[config.mk]
export PLATFORM = sky130hd
export DESIGN_NAME = noc_port_arbiter
export DESIGN_NICKNAME = d
export VERILOG_FILES = /design/src/rtl/noc_pkg.sv /design/src/rtl/noc_rr_pick.sv /design/src/rtl/noc_port_arbiter.sv
export SDC_FILE = /design/constraint.sdc
export NUM_CORES = 1
export LEC_CHECK = 0
export CAP_MARGIN = 20
export CORE_MARGIN = 4
export CORE_UTILIZATION = 35
export DETAILED_ROUTE_END_ITERATION = 8
export PLACE_DENSITY_LB_ADDON = 0.15
export SYNTH_ARGS = -nofsm -noshare
export SYNTH_HDL_FRONTEND = slang
export SYNTH_SLANG_ARGS = --single-unit
[constraint.sdc]
create_clock -name clk -period 5 [get_ports clk]
set_input_delay 1.5 -clock clk [delete_from_list [all_inputs] [get_ports clk]]
set_output_delay 1.5 -clock clk [all_outputs]
set_load 0.005 [all_outputs]
[src/rtl/noc_pkg.sv]
// Shared router constants: packet geometry, requester count, direction
// encoding and a small index helper used by the port arbiters.
package noc_pkg;

    localparam int WIDTH = 33;
    localparam int NREQ  = 5;

    // Packet field positions, shared with the switch.
    localparam int TYPE_BIT  = WIDTH - 1;
    localparam int DEST_X_HI = WIDTH - 2;
    localparam int DEST_X_LO = WIDTH - 3;
    localparam int DEST_Y_HI = WIDTH - 4;
    localparam int DEST_Y_LO = WIDTH - 5;

    // Requester index doubles as the input direction code.
    typedef enum logic [2:0] {
        N     = 3'd0,
        E     = 3'd1,
        S     = 3'd2,
        W     = 3'd3,
        LOCAL = 3'd4
    } dir_t;

    // Next requester index after idx, wrapping NREQ-1 back to 0.
    function automatic logic [2:0] next_idx(input logic [2:0] idx);
        return (idx >= 3'(NREQ - 1)) ? 3'd0 : idx + 3'd1;
    endfunction

endpackage

[src/rtl/noc_rr_pick.sv]
// Combinational round-robin picker: first set request at or after ptr,
// searching upward with wrap-around. Out-of-range ptr values search from 0.
module noc_rr_pick
    import noc_pkg::*;
(
    input  logic [NREQ-1:0] req,
    input  logic [2:0]      ptr,
    output logic [NREQ-1:0] gnt,
    output logic [2:0]      idx,
    output logic            any
);

    logic [2:0] start;
    logic [3:0] sum;
    logic [2:0] cand;
    logic       found;

    // Rotating priority search over the request vector.
    always_comb begin
        // NOTE: every output of a combinational block gets a default first so
        // no path leaves it unassigned and no latch is inferred.
        gnt   = '0;
        idx   = '0;
        found = 1'b0;
        sum   = '0;
        cand  = '0;
        any   = |req;
        start = (ptr < 3'(NREQ)) ? ptr : 3'd0;
        for (int off = 0; off < NREQ; off++) begin
            sum = {1'b0, start} + 4'(off);
            if (sum >= 4'(NREQ)) begin
                sum = sum - 4'(NREQ);
            end
            cand = sum[2:0];
            if (!found && req[cand]) begin
                found     = 1'b1;
                gnt[cand] = 1'b1;
                idx       = cand;
            end
        end
    end

endmodule

[src/rtl/noc_port_arbiter.sv]
// Output-port arbiter: grants one of NREQ requesters per cycle in
// round-robin order and holds the winning packet in a single-entry
// valid/ready output register.
module noc_port_arbiter
    import noc_pkg::*;
(
    input  logic                    clk,
    input  logic                    rst_n,
    input  logic [NREQ-1:0]         in_valid,
    input  logic [NREQ*WIDTH-1:0]   in_data,
    output logic [NREQ-1:0]         in_ready,
    output logic                    out_valid,
    output logic [WIDTH-1:0]        out_data,
    output logic [2:0]              out_src,
    input  logic                    out_ready,
    output logic [2:0]              ptr
);

    logic [NREQ-1:0]  pick_gnt;
    logic [2:0]       pick_idx;
    logic             pick_any;
    logic             can_accept;
    logic             grant;
    logic [WIDTH-1:0] sel_data;

    noc_rr_pick u_pick (
        .req (in_valid),
        .ptr (ptr),
        .gnt (pick_gnt),
        .idx (pick_idx),
        .any (pick_any)
    );

    // The register can take a packet when empty or draining this cycle;
    // reset holds all grants low so nothing is consumed while asserted.
    always_comb begin
        can_accept = !out_valid || out_ready;
        grant      = rst_n && can_accept && pick_any;
        in_ready   = grant ? pick_gnt : '0;
    end

    // One-hot AND-OR mux of the granted packet; the packet is not altered.
    always_comb begin
        sel_data = '0;
        for (int i = 0; i < NREQ; i++) begin
            sel_data = sel_data | (in_data[i*WIDTH +: WIDTH] & {WIDTH{pick_gnt[i]}});
        end
    end

    // Output register and priority pointer; fill wins over drain so a
    // same-edge drain and fill keeps out_valid high.
    always_ff @(posedge clk or negedge rst_n) begin
        if (!rst_n) begin
            // NOTE: the data register is reset as well, so a dropped packet
            // never reappears and out_data reads 0 straight out of reset.
            out_valid <= 1'b0;
            out_data  <= '0;
            out_src   <= '0;
            ptr       <= '0;
        end else if (grant) begin
            // NOTE: non-blocking assignments keep every register updating
            // from pre-edge values, independent of statement order.
            out_valid <= 1'b1;
            out_data  <= sel_data;
            out_src   <= pick_idx;
            ptr       <= next_idx(pick_idx);
        end else if (out_valid && out_ready) begin
            out_valid <= 1'b0;
        end
    end

endmodule

Word-level counts from Yosys, hierarchy flattened
Cells that the tools add are included.
- register bits: 40
- output and inout bits: 45
- word-level logic and storage cells: 108
- add/sub/neg operators: 10
- $lt $le $gt $ge: 17
- multiplexer cells: 44
- bitwise gates (word level): 13
- reduce and logical (&&, ||, !) cells: 20
- operator list (cell ; number):
    33-bit AND ; 5
    33-bit bitwise OR ; 4
    3-bit 2-to-1 mux ; 12
    5-bit 2-to-1 mux ; 6
    3-bit by 4-bit less-than comparator with 1-bit output, second input constant ; 5
    5-bit bitwise OR ; 4
    4-bit by 3-bit greater-or-equal comparator with 1-bit output, second input constant ; 4
    1-bit 2-to-1 mux ; 16
    1-bit binary-select mux with 3-bit select ; 5
    1-bit demux with 3-bit select ; 5
    3-bit by 1-bit greater-or-equal comparator with 1-bit output, second input constant ; 5
    3-bit subtractor, second input constant ; 5
    1-bit logical AND ; 12
    3-bit by 2-bit adder with 4-bit output, second input constant ; 2
    3-bit greater-or-equal comparator, second input constant ; 2
    1-bit zero test ; 5
    5-bit OR reduction ; 1
    3-bit by 1-bit adder with 4-bit output, second input constant ; 1
    3-bit by 3-bit adder with 4-bit output, second input constant ; 1
    3-bit by 1-bit adder with 3-bit output, second input constant ; 1
    3-bit less-than comparator, second input constant ; 1
    2-bit nonzero test ; 1
    1-bit logical OR ; 1

Logic depth before layout (Yosys ltp)
- depth after elaboration: 24
- gate-level depth with buffers: 17
- gate-level depth less buffers: 14

Cells and area by module
From an unflattened synthesis, not the netlist that was laid out.
- cell total of the unflattened synthesis: 378
- area total of the unflattened synthesis: 3651.0 sq um
- modules (own cells, without submodules) (module ; times used ; cells each ; area an instance (sq um)):
    noc_port_arbiter ; 1 ; 219 ; 2531.2
    noc_rr_pick ; 1 ; 159 ; 1119.8

Worst setup path before layout
OpenSTA, ideal clock, no wires.
- path kind: reg2out
- from: register ptr[0]
- to: output port in_ready[3]
- data arrival time: 3.492 ns
- path slack: 0.008 ns
- cell stages (with the launch flop): 16
- buffers on the path: 5
- cells stage by stage: dfrtp_1 buf_6 or3b_1 buf_6 buf_6 ha_1 nand2_1 xnor2_1 nor2_1 nand4_1 a32o_2 and4bb_4 a221o_1 buf_2 buf_2 and2_1
- word-level cells in the longest chain between the ends: 20
- elaborated cells on any way between the ends: 78
- those cells by class: add/sub: 9; order compare: 16; mux: 36; bitwise: 4; reduce/logical: 13
- RTL lines (item ; RTL line ; source):
    start: declaration ; noc_port_arbiter.sv:16 ; output logic [2:0] ptr
    start signal: assignment ; noc_port_arbiter.sv:66 ; ptr <= next_idx(pick_idx);
    3-bit less-than comparator ; noc_rr_pick.sv:28 ; start = (ptr < 3'(NREQ)) ? ptr : 3'd0;
    3-bit 2-to-1 mux * ; noc_rr_pick.sv:28 ;
    branches (longest 16 deep; another with 3-bit by 1-bit adder with 4-bit output) ; n/a ;
    5-bit 2-to-1 mux * ; noc_rr_pick.sv:35 ; if (!found && req[cand]) begin
    5-bit 2-to-1 mux * ; noc_port_arbiter.sv:39 ; in_ready = grant ? pick_gnt : '0;
    end: declaration ; noc_port_arbiter.sv:11 ; output logic [NREQ-1:0] in_ready,
Every way passes the cells marked *. The select of a mux whose other input is x is not followed.

Worst setup path in the final report
- from: register ptr[1]
- to: output port in_ready[2]
Same word-level chain as after synthesis.

==> results.py <==
metrics = {
    "status": {
        "status": "complete, no violations",
    },
    "layout": {
        "area_growth_pct": 84.0,
        "final_core_util": 0.665,
        "multi_input_area_um2": 2770,
        "nNetsFinal": 879,
        "regArea_um2": 1000,
        "fin_area_um2": 6890,
        "final_common_cell": "clkdlybuf4s50_1",
        "n_fill_cell": 861,
        "antenna_cells": 0,
        "drive_gt1_frac": 0.286,
        "layout_common_cells": "clkdlybuf4s50_1 (206), buf_4 (85), nor2_1 (47)",
    },
    "timing": {
        "setup_slack_ns": 0.162,
        "min_period_over_period": 0.968,
        "setup_viol": 0,
        "finalClockSkew_ns": 0.0104,
        "timing.hold.ws_ns": 0.483,
        "worstMarginPinSlew_ns": 0.654,
        "fmax_mhz": 207,
        "period_needed_ns": 4.84,
        "setup_tns_ns": 0,
        "finalMaxSlewViolations": 0,
        "slew_headroom": 0.564,
        "finalHoldViolCount": 0,
    },
    "floorplan": {
        "fp.dieArea_um2": 12400,
        "die_h_um": 111,
        "start_util": 0.361,
        "rows": 37,
        "core-area_um2": 10400,
        "top_level_ports": 218,
        "fp.dieW_um": 111,
    },
    "logic_synthesis": {
        "synth_xor_area_frac": 0.0144,
        "synthesis.area_um2": 3740,
        "synth.area.mux_share": 0.0254,
        "synth_top_family_by_area": "compound AO/OA/AOI/OAI gates",
        "yosys_warnings": 0,
        "syn_area_per_cell_um2": 8.85,
        "synth_fp_nets": 605,
        "yosysUniqueCellTypes": 67,
        "synth-seq-cells": 40,
        "syn_inst": 423,
        "synth_simple_gate_area_frac": 0.206,
        "synth-edff-count": 0,
        "synth_compound_area_frac": 0.388,
        "yosys_most_used_dff": "dfrtp_1",
        "synthAdderAreaFrac": 0.0301,
        "synth_seq_area_share": 0.267,
        "synthArstFlopShare": 1.00,
    },
    "run": {
        "maxCapViolCount": 0,
    },
    "drt": {
        "via_per_inst": 5.52,
        "wl_per_cell_um": 21.1,
        "wl_um": 17600,
        "drtPass1Iterations": 7,
        "via_count": 4594,
        "detail-route-antenna-nets": 0,
        "drc": 0,
        "initialDrtViolationCount": 342,
    },
    "critical_path": {
        "critPathRequiredTime_ns": 3.50,
        "cp.depth": 12,
        "path_cells": "or3b_4 -> ha_4 -> nand2_2 -> buf_4 -> a21oi_2 -> a21o_2 -> nand4_1 -> a32o_2 -> and4bb_4 -> a221o_2 -> and2_1 -> buf_2",
        "crit_path_end": "in_ready[2]",
        "criticalPathCategory": "reg -> out",
        "crit_start": "ptr[1]$_DFFE_PN0P_",
        "startpoint_type": "register",
        "cpPeakStageDelay_ns": 0.47,
        "r2r_start": "ptr[1]$_DFFE_PN0P_",
        "r2r_end": "out_data[1]$_DFFE_PN0P_",
        "crit_path_top_delay_cell": "or3b_4",
        "path_max_fanout": 5,
        "rr_worst_depth": 13,
        "path_buf_inv": 2,
        "r2r_setup_slack_ns": 1.26,
        "critical-path-top-delay-family": "simple AND/OR/NAND/NOR gates",
        "crit_path_end_kind": "output port",
        "arrival_ns": 3.34,
    },
    "pwr": {
        "ir_drop_uv": 726,
        "p_per_area_nw_per_um2": 757,
        "p_leak_uw": 0.00279,
    },
    "grt": {
        "grt_overflow": 0,
        "grt_usage": 0.270,
        "gr-max-usage-layer": "met2",
        "met1_usage": 0.346,
        "gr-usage-met2": 0.465,
        "grt_antenna_before_repair": 0,
        "grt_util_met3": 0.0571,
        "grt_pass1_vias": 4695,
        "grt_max_degree": 41,
        "grt_pass1_wl_um": 27100,
    },
    "clock_tree": {
        "clock_latency_ns": 0.30,
        "ctsHoldBuffers": 0,
        "cts_root_buffer": "clkbuf_8",
        "clock_sinks": 40,
        "clkSlewWorstSetupHoldPaths_ns": 0.09,
        "cts.htree.levels": 2,
        "cts_tree": "yes",
        "cts_made_buffers": 5,
        "cts_max_path_buffers": 2,
    },
    "placed_design": {
        "place_area_um2": 6400,
        "pre_cts_ws_ns": -0.605,
        "dpl.hpwl_um": 13600,
        "gp_congestion": 0.939,
        "io_buffers": 217,
    },
    "worst_hold_path": {
        "hold_path_depth": 2,
        "min_path_type": "reg -> reg",
    },
}
-- layout make-up --
cell class                      instances  area share
Tap cell                              136      0.0247
Inverter                                9     0.00635
Timing Repair Buffer                  306       0.409
Clock inverter                          2     0.00182
Multi-Input combinational cell        335       0.403
Sequential cell                        40       0.145
Clock buffer                            5     0.00999
-- logic make-up after synthesis --
kind of cell               Yosys count
AOI/OAI and AO/OA                  165
DFF                                 40
buffers and inverters               48
and+or+nand+nor                    148
muxes                                9
xor gates and xnor gates             4
adders and majority gates            9
-- power breakdown --
group	leakage [µW]	switching, µW	total, µW	internal (µW)
Combinational	0.00229	2230	4420	2190
Clock	0.0000400	125	219	94.8
Sequential	0.000463	88.7	582	493
-- worst min path at each step --
stage	start	end	slack (ns)
2_1_floorplan	out_src[1]$_DFFE_PN0P_	out_src[1]$_DFFE_PN0P_	0.47
4_1_cts	out_src[1]$_DFFE_PN0P_	out_src[1]$_DFFE_PN0P_	0.49
3_5_place_dp	out_src[1]$_DFFE_PN0P_	out_src[1]$_DFFE_PN0P_	0.47
6_report	out_src[1]$_DFFE_PN0P_	out_src[1]$_DFFE_PN0P_	0.48
5_1_grt	out_src[1]$_DFFE_PN0P_	out_src[1]$_DFFE_PN0P_	0.51
3_3_place_gp	out_src[2]$_DFFE_PN0P_	out_src[2]$_DFFE_PN0P_	0.46
-- registers in the layout, summed over array words and instances (netlist names) --
signal,cells
out_valid,1
ptr,3
out_src,3
out_data,33
-- synth_stat cells (3+ instances only) --
library cell   n  share of area
nor2_1        48          0.048
dfrtp_1       40           0.27
nand2b_1      39          0.065
a31oi_1       35          0.058
a22oi_1       33          0.066
a221oi_2      29           0.12
nand2_1       25          0.025
clkbuf_1      16          0.016
buf_2         13          0.017
o21ai_0       12          0.016
ha_1           9          0.030
buf_6          7          0.021
inv_1          7         0.0070
mux2i_1        7          0.019
a221oi_1       6          0.014
nor2b_1        5         0.0084
a21oi_1        4         0.0053
and2_1         4         0.0067
and3_1         4         0.0067
nand3_1        4         0.0053
nor3_1         4         0.0053
o211ai_1       4         0.0080
o31ai_1        4         0.0080
a221o_1        3         0.0080
nand4_1        3         0.0050
nor4b_1        3         0.0070
xnor2_1        3         0.0070
-- per-stage QoR --
stage / instances / total power, µW
global route: 833 / 5590
global placement: 807 / 4390
CTS: 822 / 4910
floorplan: 423 / 2870
finish: 833 / 5220
detailed placement: 807 / 4420
-- tightest hold or removal path, cell delays in order (launching register included) --
cell,delay [ns]
dfrtp_1,0.35
nand2_1,0.05
nand2_1,0.05
-- metal layers --
layer  up-vias  part of all wire
met5         -                 0
met4         0             0.023
met3        24             0.065
li1       2189                 -
met1      2205              0.42
met2       176              0.50
-- what timing repair did --
item,CTS,global route
pin swaps,13,12
buffers inserted,8,11
gates resized for setup,53,45
setup endpoints to repair,5,5
cloned,0,0
(Power assumes the default switching activity.)
